## config.mk

```make
export PLATFORM = sky130hd
export DESIGN_NAME = pipe_stage_buf_flat
export DESIGN_NICKNAME = d
export VERILOG_FILES = /design/src/rtl/pipe_pkg.sv /design/src/rtl/pipe_stage_buf_if.sv /design/src/rtl/pipe_slot.sv /design/src/rtl/pipe_stage_buf.sv /design/src/flat_wrapper.sv
export SDC_FILE = /design/constraint.sdc
export NUM_CORES = 1
export LEC_CHECK = 0
export ABC_AREA = 1
export CAP_MARGIN = 5
export CORE_MARGIN = 4
export CORE_UTILIZATION = 60
export DETAILED_ROUTE_END_ITERATION = 7
export DONT_BUFFER_PORTS = 1
export GPL_TIMING_DRIVEN = 1
export PLACE_DENSITY = 0.84
export SETUP_SLACK_MARGIN = 0.1
export SLEW_MARGIN = 20
export SYNTH_ARGS = -nofsm -noshare
export SYNTH_HDL_FRONTEND = slang
export SYNTH_SLANG_ARGS = --single-unit
```

## constraint.sdc

```tcl
create_clock -name clk -period 2.4 [get_ports clk]
set_input_delay 0.36 -clock clk [delete_from_list [all_inputs] [get_ports clk]]
set_output_delay 0.36 -clock clk [all_outputs]
set_load 0.01 [all_outputs]
```

## src/rtl/pipe_pkg.sv

```systemverilog
// =============================================================================
// pipe_pkg
// Shared constants, state encoding and the saturating Tnew decrement used by the
// inter-stage pipeline buffer.
// Revision: 1.0 - initial release
// =============================================================================
`default_nettype none

package pipe_pkg;

    localparam int c_TNEW_W   = 2;
    localparam int c_EXC_W    = 5;
    localparam int c_EXC_NONE = 0;

    typedef enum logic [1:0] {
        EMPTY = 2'd0,
        ONE   = 2'd1,
        TWO   = 2'd2
    } state_t;

    // Wide argument so any Tnew width can use it; callers truncate the result.
    function automatic logic [31:0] sat_dec(input logic [31:0] x);
        return (x == 32'd0) ? 32'd0 : x - 32'd1;
    endfunction

endpackage

`default_nettype wire

```

## src/rtl/pipe_stage_buf_if.sv

```systemverilog
// =============================================================================
// pipe_stage_buf_if
// Upstream/downstream valid-ready handshake bundle for one pipeline boundary.
// Revision: 1.0 - initial release
// =============================================================================
`default_nettype none

interface pipe_stage_buf_if
    import pipe_pkg::*;
#(
    parameter int DATA_W = 160,
    parameter int TNEW_W = c_TNEW_W,
    parameter int EXC_W  = c_EXC_W
);
    logic              in_valid;
    logic              in_ready;
    logic [DATA_W-1:0] in_data;
    logic [TNEW_W-1:0] in_tnew;
    logic [EXC_W-1:0]  in_exc;
    logic [EXC_W-1:0]  stage_exc;
    logic              in_bd;
    logic              out_valid;
    logic              out_ready;
    logic [DATA_W-1:0] out_data;
    logic [TNEW_W-1:0] out_tnew;
    logic [EXC_W-1:0]  out_exc;
    logic              out_bd;

    // Environment side: feeds entries in and consumes the head.
    modport master (
        output in_valid, in_data, in_tnew, in_exc, stage_exc, in_bd, out_ready,
        input  in_ready, out_valid, out_data, out_tnew, out_exc, out_bd
    );

    // Buffer side.
    modport slave (
        input  in_valid, in_data, in_tnew, in_exc, stage_exc, in_bd, out_ready,
        output in_ready, out_valid, out_data, out_tnew, out_exc, out_bd
    );
endinterface

`default_nettype wire

```

## src/rtl/pipe_slot.sv

```systemverilog
// =============================================================================
// pipe_slot
// One buffer entry register: load, hold-with-Tnew-decrement, and clear.
// Revision: 1.0 - initial release
// =============================================================================
`default_nettype none

module pipe_slot
    import pipe_pkg::*;
#(
    parameter int DATA_W = 160,
    parameter int TNEW_W = c_TNEW_W,
    parameter int EXC_W  = c_EXC_W
) (
    input  wire logic              clk,
    input  wire logic              reset,
    input  wire logic              i_clear,
    input  wire logic              i_load,
    input  wire logic [DATA_W-1:0] i_data,
    input  wire logic [TNEW_W-1:0] i_tnew,
    input  wire logic [EXC_W-1:0]  i_exc,
    input  wire logic              i_bd,
    output logic      [DATA_W-1:0] o_data,
    output logic      [TNEW_W-1:0] o_tnew,
    output logic      [EXC_W-1:0]  o_exc,
    output logic                   o_bd
);

    logic [DATA_W-1:0] r_data;
    logic [TNEW_W-1:0] r_tnew;
    logic [EXC_W-1:0]  r_exc;
    logic              r_bd;

    logic [TNEW_W-1:0] w_tnew_load;
    logic [TNEW_W-1:0] w_tnew_hold;

    // Every edge an entry lives through costs it one cycle of Tnew.
    assign w_tnew_load = TNEW_W'(sat_dec(32'(i_tnew)));
    assign w_tnew_hold = TNEW_W'(sat_dec(32'(r_tnew)));

    always_ff @(posedge clk or negedge reset) begin
        if (!reset) begin
            r_data <= '0;
            r_tnew <= '0;
            r_exc  <= '0;
            r_bd   <= 1'b0;
        end else if (i_clear) begin
            r_data <= '0;
            r_tnew <= '0;
            r_exc  <= '0;
            r_bd   <= 1'b0;
        end else if (i_load) begin
            r_data <= i_data;
            r_tnew <= w_tnew_load;
            r_exc  <= i_exc;
            r_bd   <= i_bd;
        end else begin
            r_tnew <= w_tnew_hold;
        end
    end

    assign o_data = r_data;
    assign o_tnew = r_tnew;
    assign o_exc  = r_exc;
    assign o_bd   = r_bd;

endmodule

`default_nettype wire

```

## src/rtl/pipe_stage_buf.sv

```systemverilog
// =============================================================================
// pipe_stage_buf
// Two-entry skid buffer between CPU pipeline stages with flush, Tnew countdown
// and first-exception-wins merging.
// Revision: 1.0 - initial release
// =============================================================================
`default_nettype none

module pipe_stage_buf
    import pipe_pkg::*;
#(
    parameter int DATA_W = 160,
    parameter int TNEW_W = c_TNEW_W,
    parameter int EXC_W  = c_EXC_W
) (
    input  wire logic        clk,
    input  wire logic        reset,
    input  wire logic        flush,
    pipe_stage_buf_if.slave  bus
);

    state_t r_state;

    logic w_in_ready;
    logic w_out_valid;
    logic w_in_fire;
    logic w_out_fire;
    logic w_main_load;
    logic w_skid_load;
    logic w_main_from_skid;

    logic [EXC_W-1:0]  w_exc_merged;

    logic [DATA_W-1:0] w_main_d_in;
    logic [TNEW_W-1:0] w_main_t_in;
    logic [EXC_W-1:0]  w_main_e_in;
    logic              w_main_b_in;

    logic [DATA_W-1:0] w_main_data;
    logic [TNEW_W-1:0] w_main_tnew;
    logic [EXC_W-1:0]  w_main_exc;
    logic              w_main_bd;

    logic [DATA_W-1:0] w_skid_data;
    logic [TNEW_W-1:0] w_skid_tnew;
    logic [EXC_W-1:0]  w_skid_exc;
    logic              w_skid_bd;

    // Handshake flags come from the state register only, so in_ready never
    // combinationally depends on out_ready.
    assign w_in_ready  = (r_state != TWO);
    assign w_out_valid = (r_state != EMPTY);
    assign w_in_fire   = bus.in_valid & w_in_ready & ~flush;
    assign w_out_fire  = w_out_valid & bus.out_ready;

    assign w_exc_merged = (bus.in_exc != EXC_W'(c_EXC_NONE)) ? bus.in_exc : bus.stage_exc;

    assign w_main_from_skid = (r_state == TWO);
    assign w_main_load = (w_in_fire & (r_state == EMPTY))
                       | (w_in_fire & (r_state == ONE) & w_out_fire)
                       | (w_main_from_skid & w_out_fire);
    assign w_skid_load = w_in_fire & (r_state == ONE) & ~w_out_fire;

    // Promotion hands the raw skid Tnew to main, which decrements it on load.
    assign w_main_d_in = w_main_from_skid ? w_skid_data : bus.in_data;
    assign w_main_t_in = w_main_from_skid ? w_skid_tnew : bus.in_tnew;
    assign w_main_e_in = w_main_from_skid ? w_skid_exc  : w_exc_merged;
    assign w_main_b_in = w_main_from_skid ? w_skid_bd   : bus.in_bd;

    always_ff @(posedge clk or negedge reset) begin
        if (!reset) begin
            r_state <= EMPTY;
        end else if (flush) begin
            r_state <= EMPTY;
        end else begin
            case (r_state)
                EMPTY: if (w_in_fire) r_state <= ONE;
                ONE: begin
                    if (w_in_fire && !w_out_fire)      r_state <= TWO;
                    else if (!w_in_fire && w_out_fire) r_state <= EMPTY;
                end
                TWO:     if (w_out_fire) r_state <= ONE;
                default: r_state <= EMPTY;
            endcase
        end
    end

    pipe_slot #(
        .DATA_W (DATA_W),
        .TNEW_W (TNEW_W),
        .EXC_W  (EXC_W)
    ) u_main (
        .clk     (clk),
        .reset   (reset),
        .i_clear (flush),
        .i_load  (w_main_load),
        .i_data  (w_main_d_in),
        .i_tnew  (w_main_t_in),
        .i_exc   (w_main_e_in),
        .i_bd    (w_main_b_in),
        .o_data  (w_main_data),
        .o_tnew  (w_main_tnew),
        .o_exc   (w_main_exc),
        .o_bd    (w_main_bd)
    );

    pipe_slot #(
        .DATA_W (DATA_W),
        .TNEW_W (TNEW_W),
        .EXC_W  (EXC_W)
    ) u_skid (
        .clk     (clk),
        .reset   (reset),
        .i_clear (flush),
        .i_load  (w_skid_load),
        .i_data  (bus.in_data),
        .i_tnew  (bus.in_tnew),
        .i_exc   (w_exc_merged),
        .i_bd    (bus.in_bd),
        .o_data  (w_skid_data),
        .o_tnew  (w_skid_tnew),
        .o_exc   (w_skid_exc),
        .o_bd    (w_skid_bd)
    );

    // An empty buffer presents a zero payload, i.e. a nop bubble.
    assign bus.in_ready  = w_in_ready;
    assign bus.out_valid = w_out_valid;
    assign bus.out_data  = w_out_valid ? w_main_data : '0;
    assign bus.out_tnew  = w_out_valid ? w_main_tnew : '0;
    assign bus.out_exc   = w_out_valid ? w_main_exc  : '0;
    assign bus.out_bd    = w_out_valid ? w_main_bd   : 1'b0;

endmodule

`default_nettype wire

```

## src/flat_wrapper.sv

```systemverilog
// flat-port wrapper written by rule: the top's interface ports become plain ports
module pipe_stage_buf_flat import pipe_pkg::*;
#(
    parameter int DATA_W = 160,
    parameter int TNEW_W = c_TNEW_W,
    parameter int EXC_W  = c_EXC_W
)
  (clk, reset, flush, bus_in_valid, bus_in_data, bus_in_tnew, bus_in_exc, bus_stage_exc, bus_in_bd, bus_out_ready, bus_in_ready, bus_out_valid, bus_out_data, bus_out_tnew, bus_out_exc, bus_out_bd);
  pipe_stage_buf_if #(.DATA_W(DATA_W), .TNEW_W(TNEW_W), .EXC_W(EXC_W)) bus_i ();
  input  wire logic clk;
  input  wire logic reset;
  input  wire logic flush;
  input wire logic [$bits(bus_i.in_valid)-1:0] bus_in_valid;
  input wire logic [$bits(bus_i.in_data)-1:0] bus_in_data;
  input wire logic [$bits(bus_i.in_tnew)-1:0] bus_in_tnew;
  input wire logic [$bits(bus_i.in_exc)-1:0] bus_in_exc;
  input wire logic [$bits(bus_i.stage_exc)-1:0] bus_stage_exc;
  input wire logic [$bits(bus_i.in_bd)-1:0] bus_in_bd;
  input wire logic [$bits(bus_i.out_ready)-1:0] bus_out_ready;
  output wire logic [$bits(bus_i.in_ready)-1:0] bus_in_ready;
  output wire logic [$bits(bus_i.out_valid)-1:0] bus_out_valid;
  output wire logic [$bits(bus_i.out_data)-1:0] bus_out_data;
  output wire logic [$bits(bus_i.out_tnew)-1:0] bus_out_tnew;
  output wire logic [$bits(bus_i.out_exc)-1:0] bus_out_exc;
  output wire logic [$bits(bus_i.out_bd)-1:0] bus_out_bd;
  assign bus_i.in_valid = bus_in_valid;
  assign bus_i.in_data = bus_in_data;
  assign bus_i.in_tnew = bus_in_tnew;
  assign bus_i.in_exc = bus_in_exc;
  assign bus_i.stage_exc = bus_stage_exc;
  assign bus_i.in_bd = bus_in_bd;
  assign bus_i.out_ready = bus_out_ready;
  assign bus_in_ready = bus_i.in_ready;
  assign bus_out_valid = bus_i.out_valid;
  assign bus_out_data = bus_i.out_data;
  assign bus_out_tnew = bus_i.out_tnew;
  assign bus_out_exc = bus_i.out_exc;
  assign bus_out_bd = bus_i.out_bd;
  pipe_stage_buf #(.DATA_W(DATA_W), .TNEW_W(TNEW_W), .EXC_W(EXC_W)) u_core (.clk(clk), .reset(reset), .flush(flush), .bus(bus_i));
endmodule
```

* Yosys cells after proc, flatten, opt, wreduce, memory -nomap -nowiden
Cells that the tools add are included.
** Word-level totals
- Register bits :: 338
- Input bits :: 178
- Output and inout bits :: 170
- Word-level logic and storage cells :: 80
** Cells by class
- $add $sub $neg :: 4
- Eq/ne operators :: 6
- Muxes and demuxes :: 35
- Bitwise gates (word level) :: 12
- Reductions and logical operators :: 14
** Operator list (number)
- $mux W160 :: 6
- $mux W5 :: 7
- $mux W2 :: 15
- $logic_not A2 Y1 :: 5
- $and A1 B1 Y1 :: 8
- $sub A2 B1 Y2 const B :: 4
- $mux W1 :: 6
- $ne A3 B2 Y1 const B :: 2
- $pmux W2 S3 :: 1
- $reduce_bool A2 Y1 :: 3
- $reduce_bool A5 Y1 :: 1
- $ne A4 B4 Y1 const B :: 1
- $reduce_and A3 Y1 :: 1
- $eq A2 B1 Y1 const B :: 1
- $eq A2 B2 Y1 const B :: 1
- $logic_and A1 B1 Y1 :: 2
- $logic_not A1 Y1 :: 2
- $ne A2 B2 Y1 const B :: 1
- $not A1 Y1 :: 2
- $or A1 B1 Y1 :: 2

* Depth between registers and ports, before layout
- Depth in word-level cells :: 9
- Gate-level depth with buffers :: 10

* Cells and area by module
From an unflattened synthesis, not the netlist that was laid out.
** Unflattened totals
- Cells, all modules :: 2374
- Area, all modules :: 16479.6 um^2
** Modules (own cells, without submodules)
- pipe_slot :: times used 2, cells an instance 717, area each 6377.4 um^2
- pipe_stage_buf :: times used 1, cells an instance 940, area each 3724.8 um^2

* Least setup slack after synthesis
OpenSTA, ideal clock, no wires.
- Path type :: register -> output
- From :: register u_core.r_state[1]
- To :: output port bus_out_data[148]
- Arrival time :: 1318 ps
- Data required time :: 2040 ps
- Setup slack :: 722 ps
- Cell stages (with the launch flop) :: 5
- Path buffers :: 2
- Path through :: dfrtp_1 nor2_4 clkbuf_1 buf_1 nor2_1
** Between the ends
- Word-level cells in the longest chain between the ends :: 2
** RTL lines
- start, declared :: RTL line pipe_stage_buf.sv:22 : state_t r_state;
- start signal, assigned :: RTL line pipe_stage_buf.sv:72 : r_state <= EMPTY;
- start signal, assigned :: RTL line pipe_stage_buf.sv:74 : r_state <= EMPTY;
- start signal, assigned :: RTL line pipe_stage_buf.sv:77 : EMPTY: if (w_in_fire) r_state <= ONE;
- $reduce_bool A2 Y1 :: RTL line pipe_stage_buf.sv:52 : assign w_out_valid = (r_state != EMPTY);
- $mux W160 :: RTL line pipe_stage_buf.sv:129 : assign bus.out_data = w_out_valid ? w_main_data : '0;
- end, declared :: RTL line flat_wrapper.sv:22 : output wire logic [$bits(bus_i.out_data)-1:0] bus_out_data;
Every way passes these cells.

* Worst setup path in the final report
- From :: register u_core.r_state[1]
- To :: register u_core.u_main.r_data[33] (netlist: u_core.u_main.o_data[33])
** Between the ends
- Elaborated cells on any way between the ends :: 18
- Those cells by class :: eq/ne: 3; mux: 3; bitwise: 9; reduce/logical: 3
** RTL lines
- $reduce_bool A2 Y1 * :: RTL line pipe_stage_buf.sv:52
- named net bus_out_valid :: RTL line flat_wrapper.sv:21 : output wire logic [$bits(bus_i.out_valid)-1:0] bus_out_valid;
- $and A1 B1 Y1 * :: RTL line pipe_stage_buf.sv:54 : assign w_out_fire = w_out_valid & bus.out_ready;
- $and A1 B1 Y1 :: RTL line pipe_stage_buf.sv:60 : | (w_in_fire & (r_state == ONE) & w_out_fire)
- $or A1 B1 Y1 :: RTL line pipe_stage_buf.sv:60
- $or A1 B1 Y1 * :: RTL line pipe_stage_buf.sv:61 : | (w_main_from_skid & w_out_fire);
- $reduce_bool A2 Y1 (no line) *
- end signal, assigned :: RTL line pipe_slot.sv:53 : r_data <= i_data;
- end, declared :: RTL line pipe_slot.sv:29 : logic [DATA_W-1:0] r_data;
The timed path passes the listed nets; every way through them passes the cells marked *. The select of a mux whose other input is x is not followed.
A chain may end at the register's enable or synchronous reset.

==> results.md <==
| Metric | This run |
|---|---|
| Synth top area share | 52.3% |
| Total routing usage reported by global routing | 30.6% |
| Worst IR Drop VDD | 0.000647 V |
| Net count of the mapped netlist | 2254 |
| Via count normalized by instance count | 6.05 |
| Max Freq | 437 MHz |
| Count of port buffers added during placement | 0 |
| Final critical-path share of the clock period | 95.4% |
| Worst setup path start | u_core.r_state[1] |
| Starting density of the core | 61.5% |
| Startpoint class of the critical path | flop |
| Depth of the critical timing path with buffers and inverters included | 9 |
| Max-cap check violation count | 0 |
| Global-route wire length before repair | 74200 µm |
| Slew margin rel. | 41.6% |
| Vertical die dimension | 172 µm |
| Number of iterations in the first detailed-routing pass | 6 |
| Critical-path maximum fanout | 40 |
| Sum of overflow across all layers after global routing | 0 |
| YS warnings | 0 |
| Maximum buffer depth of the clock tree | 3 |
| Post-Synthesis Cell Area | 16200 µm² |
| Half-perimeter wire length after placement | 24900 µm |
| Cells after synthesis | 2076 |
| Library cell with the highest instance count after synthesis | o21ai_0 |
| Area leader, netlist | dfrtp_1 |
| Post-route ant nets | 0 |
| Share of async-settable or async-resettable flops after synthesis | 100% |
| Avg Inst Size Synth | 7.79 µm² |
| Reg-to-reg critical path startpoint | u_core.r_state[1] |
| Clock buffer count from CTS | 36 |
| Number of buffers added to fix hold violations after cts | 130 |
| Slew @ Worst Pin | 0.877 ns |
| Register-to-register setup slack | 0.11 ns |
| CP Capture Point | u_core.u_main.o_data[33] |
| Initial DRC count | 1939 |
| Count of unresolved DRC violations after routing | 0 |
| Via count of the first global-routing pass | 14400 |
| Synth Register Bits | 338 |
| Worst min-delay path category | primary input to asynchronous set/reset pin |
| Avg WL per Cell | 19.1 µm |
| Crit path DAT | 2.67 ns |
| Critical path's largest stage delay | 0.52 ns |
| Core region area | 26300 µm² |
| Number of synthesized flops with an enable pin | 0 |
| Power Dens Cells | 748 nW/µm² |
| Via count | 14900 |
| H-tree lvl count | 2 |
| Dominant cells by area after synthesis | dfrtp_1 52%, o21ai_0 11%, nand3_1 8.5% |
| Depth of the worst register-to-register path | 9 |
| Antenna violations before repair | 1 |
| Violations in the final reports | hold timing |
| Cell at the root of the clock tree | clkbuf_16 |
| Clock slew at the register clock pins of the worst setup and hold paths | 0.06 ns |
| Cell types with the highest counts after synthesis | 370 x o21ai_0, 346 x inv_1, 338 x dfrtp_1, 275 x nand3_1, 264 x nand2_1 |
| Setup repair after global routing missed its margin | yes |
| Outcome | finished, violations left |
| Number of max-slew violations in the final report | 0 |
| Largest delay share family, worst path | buffers and inverters |
| Net total in the final layout | 2287 |
| Clock latency on the worst-skew pair | 0.51 ns |
| Number of primary I/O pins | 348 |
| Total of fill cells in the finished design | 1863 |
| Cell with the largest stage delay on the worst path | dfrtp_1 |
| Crit path cell chain | nor2_4 -> buf_4 -> inv_2 -> nand2_1 -> nand2_4 -> inv_4 -> buf_12 -> nand3_1 -> o21ai_0 |
| Fin. Hold Viols | 338 |
| Critical path type | flop to flop |
| Sequential share of the synthesized area | 52.3% |
| Dpl ws | 0.318 ns |
| TritonCTS sink count | 338 |
| Die Wd | 172 µm |
| Finish-stage setup viols | 0 |
| Endpoint class of the critical path | flop |
| Hold_ws | -0.448 ns |
| Crit path time final | 2.29 ns |
| Critical path required time | 2.78 ns |
| Buf/Inv on CP | 4 |
| Setup Skew | 0.00826 ns |
| Weighted congestion at the end of routability-driven global placement | 0.838 |
| Endpoint of the worst register-to-register path | u_core.u_main.o_data[33] |
| Main synth FF type | dfrtp_1 |
| Total wire length after detailed routing | 47200 µm |
| Synth unique cells | 24 |
| Total die area | 29600 µm² |
| TritonCTS clock tree | yes |
| Final setup slack of the worst path | 0.110 ns |
| Layout cells sized above 1 | 4.22% |
| Signed area change from the synthesized netlist to the final layout | 16.0% |
| TNS Setup | 0 ns |
| Placement row count | 59 |
| Reported leakage power | 0.00830 µW |
| Maximum number of pins on one net before global-route repair | 339 |
[logic make-up (layout without fill, tap and decap cells)]
| group | after synthesis | after routing | synth area share (%) |
|---|---|---|---|
| and+or+nand+nor | 731 | 731 | 19.4 |
| buffers and inverters | 505 | 560 | 12.7 |
| AOI/OAI and AO/OA | 502 | 502 | 15.6 |
| DFF | 338 | 338 | 52.3 |
| other | 0 | 1 | 0 |
[area by class of cell]
cell class,instances,area [µm²],area share (%)
Inverter,350,1320,7.06
Timing Repair Buffer,150,1630,8.67
Clock buffer,48,1060,5.63
Clock inverter,12,190,1.01
Tap cell,335,419,2.23
Antenna cell,1,2.50,0.0133
Sequential cell,338,8460,45.1
Multi-Input combinational cell,1233,5690,30.3
[per-stage QoR]
step,area [µm²],total power [µW],util [%],instances
floorplan,16200,7520,-,2076
global placement,16100,7840,61.4,2272
detailed placement,16100,7900,61.4,2272
CTS,18700,14000,71.2,2462
global route,18800,14500,71.4,2467
finish,18800,14000,71.4,2467
[per-layer routing]
metal / share of wire (%) / global-route usage [%] / wire (µm)
met1: 37 / 40.3 / 17600
met5: 0 / 0 / 0
met3: 10 / 6.97 / 4700
met4: 5.1 / 14.8 / 2420
met2: 48 / 48.4 / 22400
[flip-flops by register name, indices dropped and copies added, names as in the netlist]
signal / count
u_core.u_main.o_tnew: 2
u_core.u_main.o_bd: 1
u_core.u_skid.o_tnew: 2
u_core.u_skid.o_bd: 1
u_core.u_main.o_exc: 5
u_core.u_skid.o_data: 160
u_core.u_skid.o_exc: 5
u_core.r_state: 2
u_core.u_main.o_data: 160
[power breakdown]
| group | internal, µW | switching, µW |
|---|---|---|
| logic | 603 | 1360 |
| registers | 6040 | 117 |
| clock network | 3620 | 2290 |
[how the worst min path moves through the flow]
stage	to	slack, ns
2_1_floorplan	u_core.r_state[0]	0.06
3_3_place_gp	u_core.u_main.o_data[41]	0.07
3_5_place_dp	u_core.u_main.o_data[41]	0.07
4_1_cts	u_core.u_main.o_data[41]	-0.47
5_1_grt	u_core.u_skid.o_data[42]	-0.47
6_report	u_core.u_skid.o_data[42]	-0.45
[cells in the final DEF (no fill, tap or decap), drive strengths merged, types with 5 or more instances in the layout]
cell	count
bufinv	5
nand2	268
nand4	5
dfrtp	338
dlygate4sd3	130
inv	350
o21ai	492
buf	19
nor2	181
clkbuf	49
a21oi	8
clkinv	5
nand3	275
[timing repair]
action,4_1_cts,5_1_grt
buffers inserted,0,3
resized for setup,2,7
pin swaps,0,0
hold endpoints to repair,470,338
setup endpoints to repair,72,93
gates cloned,0,1
(Power assumes the default switching activity.)
